File: config.mk
export PLATFORM = sky130hd
export DESIGN_NAME = bus_rr_arbiter_flat
export DESIGN_NICKNAME = d
export VERILOG_FILES = /design/src/rtl/bus_rr_arbiter_if.sv /design/src/rtl/bus_rr_arbiter.sv /design/src/flat_wrapper.sv
export SDC_FILE = /design/constraint.sdc
export NUM_CORES = 1
export LEC_CHECK = 0
export CAP_MARGIN = 20
export CORE_MARGIN = 2
export CORE_UTILIZATION = 45
export CTS_BUF_LIST = sky130_fd_sc_hd__clkbuf_8
export DETAILED_ROUTE_END_ITERATION = 10
export PLACE_DENSITY = 0.92
export SLEW_MARGIN = 40
export SYNTH_ARGS = -nofsm -noshare
export SYNTH_HDL_FRONTEND = slang
export SYNTH_SLANG_ARGS = --single-unit
File: constraint.sdc
create_clock -name i_w_clk -period 4.95 [get_ports i_w_clk]
set_clock_uncertainty 0.2 [all_clocks]
set_input_delay 1.2375 -clock i_w_clk [delete_from_list [all_inputs] [get_ports i_w_clk]]
set_output_delay 1.2375 -clock i_w_clk [all_outputs]
set_load 0.05 [all_outputs]
File: src/rtl/bus_rr_arbiter_if.sv
// Bus-arbiter handshake bundle: source requests/data in,
// registered broadcast bus and grant status out.
interface bus_rr_arbiter_if #(
  parameter int p_data_width = 16,
  parameter int p_num_src    = 7,
  parameter int p_id_width   = 4
);

  logic [p_num_src-1:0]              i_w_req;
  logic [p_num_src-1:0]              i_w_lock;
  logic [p_num_src*p_data_width-1:0] i_w_data;
  logic [p_data_width-1:0]           o_w_bus;
  logic                              o_w_bus_valid;
  logic [p_num_src-1:0]              o_w_grant;
  logic [p_id_width-1:0]             o_w_src_id;
  logic [15:0]                       o_w_contention_cnt;

  modport master (
    output i_w_req,
    output i_w_lock,
    output i_w_data,
    input  o_w_bus,
    input  o_w_bus_valid,
    input  o_w_grant,
    input  o_w_src_id,
    input  o_w_contention_cnt
  );

  modport slave (
    input  i_w_req,
    input  i_w_lock,
    input  i_w_data,
    output o_w_bus,
    output o_w_bus_valid,
    output o_w_grant,
    output o_w_src_id,
    output o_w_contention_cnt
  );

endinterface

File: src/rtl/bus_rr_arbiter.sv
// Round-robin arbitrated broadcast bus with per-source lock.
// Optional saturating contention counter: BUS_CONTENTION_CNT_EN.
module bus_rr_arbiter #(
  parameter int p_data_width = 16,
  parameter int p_num_src    = 7,
  parameter int p_id_width   = 4
) (
  input  logic           i_w_clk,
  input  logic           i_w_reset,
  bus_rr_arbiter_if.slave bus
);

  localparam int DW = p_data_width;
  localparam int NS = p_num_src;
  localparam int IW = p_id_width;

  typedef enum logic [0:0] {
    ST_IDLE,
    ST_BUSY
  } state_t;

  state_t          state_q;
  state_t          state_d;
  logic [IW-1:0]   last_q;
  logic [IW-1:0]   last_d;
  logic [IW-1:0]   id_q;
  logic [IW-1:0]   id_d;
  logic [NS-1:0]   grant_q;
  logic [NS-1:0]   grant_d;
  logic [DW-1:0]   bus_q;
  logic [DW-1:0]   bus_d;

  logic [NS-1:0]   req;
  logic [NS-1:0]   lock;
  logic            hold;
  logic            rr_found;
  logic [IW-1:0]   rr_idx;
  logic [IW-1:0]   win;
  int              cand;

  assign req  = bus.i_w_req;
  assign lock = bus.i_w_lock;

  function automatic logic bit_at(
    input logic [NS-1:0] v,
    input int            idx
  );
    bit_at = 1'b0;
    for (int j = 0; j < NS; j++) begin
      if (j == idx) bit_at = v[j];
    end
  endfunction

  function automatic logic [DW-1:0] word_at(
    input logic [NS*DW-1:0] v,
    input logic [IW-1:0]    idx
  );
    word_at = '0;
    for (int j = 0; j < NS; j++) begin
      if (idx == IW'(j)) word_at = v[j*DW +: DW];
    end
  endfunction

  // holder keeps the bus only while it both requests and locks
  always_comb begin
    hold = (state_q == ST_BUSY)
         && bit_at(req, int'(id_q))
         && bit_at(lock, int'(id_q));
  end

  always_comb begin
    rr_found = 1'b0;
    rr_idx   = '0;
    cand     = 0;
    for (int i = 1; i <= NS; i++) begin
      cand = int'(last_q) + i;
      if (cand >= NS) cand = cand - NS;
      if (!rr_found && bit_at(req, cand)) begin
        rr_found = 1'b1;
        rr_idx   = IW'(cand);
      end
    end
  end

  always_comb begin
    state_d = ST_IDLE;
    last_d  = last_q;
    win     = '0;
    id_d    = '0;
    grant_d = '0;
    bus_d   = '0;
    if (hold) begin
      state_d = ST_BUSY;
      win     = id_q;
    end else if (rr_found) begin
      state_d = ST_BUSY;
      win     = rr_idx;
      last_d  = rr_idx;
    end
    if (state_d == ST_BUSY) begin
      id_d    = win;
      grant_d = {{(NS-1){1'b0}}, 1'b1} << win;
      bus_d   = word_at(bus.i_w_data, win);
    end
  end

  always_ff @(posedge i_w_clk or posedge i_w_reset) begin
    if (i_w_reset) begin
      state_q <= ST_IDLE;
      last_q  <= IW'(NS - 1);
      id_q    <= '0;
      grant_q <= '0;
      bus_q   <= '0;
    end else begin
      state_q <= state_d;
      last_q  <= last_d;
      id_q    <= id_d;
      grant_q <= grant_d;
      bus_q   <= bus_d;
    end
  end

  assign bus.o_w_bus       = bus_q;
  assign bus.o_w_bus_valid = (state_q == ST_BUSY);
  assign bus.o_w_grant     = grant_q;
  assign bus.o_w_src_id    = id_q;

`ifdef BUS_CONTENTION_CNT_EN
  logic [15:0] cnt_q;
  logic        contended;

  // counts lock-blocked cycles too: any edge with 2+ requesters
  assign contended = ($countones(req) >= 2);

  always_ff @(posedge i_w_clk or posedge i_w_reset) begin
    if (i_w_reset) begin
      cnt_q <= '0;
    end else if (contended && (cnt_q != 16'hFFFF)) begin
      cnt_q <= cnt_q + 16'd1;
    end
  end

  assign bus.o_w_contention_cnt = cnt_q;
`else
  assign bus.o_w_contention_cnt = '0;
`endif

endmodule

File: src/flat_wrapper.sv
// flat-port wrapper written by rule: the top's interface ports become plain ports
module bus_rr_arbiter_flat 
#(
  parameter int p_data_width = 16,
  parameter int p_num_src    = 7,
  parameter int p_id_width   = 4
)
  (i_w_clk, i_w_reset, bus_i_w_req, bus_i_w_lock, bus_i_w_data, bus_o_w_bus, bus_o_w_bus_valid, bus_o_w_grant, bus_o_w_src_id, bus_o_w_contention_cnt);
  bus_rr_arbiter_if #(.p_data_width(p_data_width), .p_num_src(p_num_src), .p_id_width(p_id_width)) bus_i ();
  input  logic i_w_clk;
  input  logic i_w_reset;
  input wire logic [$bits(bus_i.i_w_req)-1:0] bus_i_w_req;
  input wire logic [$bits(bus_i.i_w_lock)-1:0] bus_i_w_lock;
  input wire logic [$bits(bus_i.i_w_data)-1:0] bus_i_w_data;
  output wire logic [$bits(bus_i.o_w_bus)-1:0] bus_o_w_bus;
  output wire logic [$bits(bus_i.o_w_bus_valid)-1:0] bus_o_w_bus_valid;
  output wire logic [$bits(bus_i.o_w_grant)-1:0] bus_o_w_grant;
  output wire logic [$bits(bus_i.o_w_src_id)-1:0] bus_o_w_src_id;
  output wire logic [$bits(bus_i.o_w_contention_cnt)-1:0] bus_o_w_contention_cnt;
  assign bus_i.i_w_req = bus_i_w_req;
  assign bus_i.i_w_lock = bus_i_w_lock;
  assign bus_i.i_w_data = bus_i_w_data;
  assign bus_o_w_bus = bus_i.o_w_bus;
  assign bus_o_w_bus_valid = bus_i.o_w_bus_valid;
  assign bus_o_w_grant = bus_i.o_w_grant;
  assign bus_o_w_src_id = bus_i.o_w_src_id;
  assign bus_o_w_contention_cnt = bus_i.o_w_contention_cnt;
  bus_rr_arbiter #(.p_data_width(p_data_width), .p_num_src(p_num_src), .p_id_width(p_id_width)) u_core (.i_w_clk(i_w_clk), .i_w_reset(i_w_reset), .bus(bus_i));
endmodule
==> reports/qor.txt <==
Status = complete, but fails checks
Failing checks = negative setup slack
Num CTS Buffers = 5
Fin area = 8349 um2
TritonRoute pass-1 iters = 7
Congestion Overflow GR = 0
DR WL/cell = 23.07 um
Vias in the first global route = 6716
H-tree lvl count = 2
CP Max Fanout = 11
Area after detailed placement = 7784 um2
Die height = 114.8 um
Layout area overhead = 51.01%
Hpwl dp = 17190 um
Die ar. = 13190 um2
Hold Vio Cnt, Final = 0
Fin crit share = 1.020
Worst-Margin Slew = 576.9 ps
Core Region = 12010 um2
TritonCTS clock tree = yes
First-pass GRT wire length = 33670 um
Maxcap violations = 0
I/O pins = 172
Most common flop cell mapped by yosys = dfrtp_1
Min Tclk post-route = 5048 ps
Ant. Diodes = 0
Clk sinks = 32
Setup-failing EPs final = 14
DP Worst Slack = -229.3 ps
Number of routed nets with antenna violations = 0
Setup TNS = -506.8 ps
Routed WL = 24570 um
Worst Hold Class = reg -> reg
Clock Path Buffers = 2
Asr flop ratio synth = 1.000
Final net count = 1065
Syn avg cell area = 8.048 um2
Clock root cell = clkbuf_8
Worst slew margin = 0.6142
Initial antenna violation count = 0
Clock slew at reported path FFs = 70 ps
F_max = 0.1981 GHz
Yosys reg bits = 32
Arr. time, crit path = 5030 ps
Most common cell after layout, fill and taps aside = clkdlybuf4s50_1
Routability congestion estimate = 1.108
Critical Path Start Type = flip-flop
EDFF count, synth = 0
Crit Path Class = reg -> reg
Worst-Skew Late Latency = 300 ps
Post-synthesis sequential area ratio = 0.1453
DRC = 0
# port buffers = 155
Hold-fix buffers at CTS = 0
Most frequent cells in the layout = clkdlybuf4s50_1 (152), buf_4 (120), nand2_1 (52)
Die outline width = 114.8 um
Mapped Cells = 687
Pin count of the biggest net entering global routing = 33
Initial core utilization = 0.4603
Via count = 7374
DR vias/cell = 6.924
CP required = 4940 ps
GRT Total Usage = 0.3195
Crit end category = flip-flop
Yosys Warn Count = 0
Hold slack final = 450.2 ps
Post-route worst setup slack = -98.14 ps
Initial drt markers = 976
Unique masters post-synth = 95
Layout cell share with drive strength beyond 1 = 0.2484
RSZ-0062 raised after global routing = true
Row cnt = 40
Syn Std Cell Area = 5529 um2
Final Max Slew Viols = 0
-- through the flow --
stage | std cells | utilization
floorplan | 702 | -
global placement | 1041 | 0.6480
detailed placement | 1041 | 0.6480
CTS | 1050 | 0.6610
global route | 1065 | 0.6951
finish | 1065 | 0.6951
-- layer usage --
metal / vias up / global-route usage / share of wire / wire [um]
met2: 677 / 0.5557 / 0.48 / 11710
li1: 3122 / - / - / -
met3: 201 / 0.05640 / 0.11 / 2737
met5: - / 0 / 0 / 0
met1: 3374 / 0.3661 / 0.33 / 8137
met4: 0 / 0.1904 / 0.081 / 1986
-- cell families after synthesis --
group	share of synthesized area
buffers and inverters	0.09527
AND/OR/NAND/NOR	0.1933
flip-flops	0.1453
other	0.0006782
AO/OA/AOI/OAI	0.4123
adder cells (fa/ha/maj)	0.04526
XOR/XNOR	0.04119
multiplexers	0.06676
-- worst paths after layout --
| check | startpoint | to | slack [ps] | cells past startpoint |
|---|---|---|---|---|
| hold / removal | u_core.bus.o_w_src_id[2] | u_core.bus.o_w_src_id[2] | 450 | 2 |
| setup reg to reg | u_core.last_q[1] | u_core.bus.o_w_bus[5] | -100 | 17 |
| max in group asynchronous | i_w_reset | u_core.last_q[0] | 3070 | 3 |
| setup / recovery | u_core.last_q[1] | u_core.bus.o_w_bus[5] | -100 | 17 |
| min in group asynchronous | i_w_reset | u_core.bus.o_w_grant[2] | 1130 | 3 |
| hold reg to reg | u_core.bus.o_w_src_id[2] | u_core.bus.o_w_src_id[2] | 450 | 2 |
-- repair_timing --
item,4_1_cts,5_1_grt
buffers inserted,1,15
setup endpoints to repair,15,17
pin swaps,2,24
resized for setup,8,61
-- state kept, by name, indices dropped and copies added, names as in the netlist --
signal,flops
u_core.bus.o_w_bus,16
u_core.bus.o_w_bus_valid,1
u_core.bus.o_w_grant,7
u_core.bus.o_w_src_id,4
u_core.last_q,4
-- area by class of cell --
cell class              instances  area (um2)
clock buffers                   5       68.82
clock inverters                 3       38.79
fillers                       820        3662
inverters                      22       90.09
multi-input cells             572        4584
flip-flops and latches         32       804.5
well taps                     147       183.9
repair buffers                284        2579
-- worst max-delay path, stage by stage (launching register included) --
cell and delay, ps:
dfstp_2 570, buf_4 150, inv_4 60, ha_4 270
buf_4 170, nand2b_1 270, o31ai_4 430, a21o_1 230
mux2i_1 320, and3_1 300, o21ai_2 100, a311o_1 350
a32oi_4 360, buf_6 210, mux2i_1 270, o2bb2ai_1 130
a221o_1 310, a32o_1 240
-- cells in the mapped netlist (all sizes together), types with 18 or more instances --
cell	count	area (um2)
clkbuf	21	80.07
buf	55	364.1
a32o	19	190.2
nand3	25	125.1
nor2	27	101.4
a22o	18	157.7
a21oi	36	191.4
inv	22	82.57
dfrtp	30	750.7
o21ai	32	163.9
a21o	20	150.1
ha	20	250.2
nand2	53	201.5
mux2i	30	312.8
Power is not shown: default switching activity piles up to over one toggle a cycle in this logic, so the estimate is an artifact.
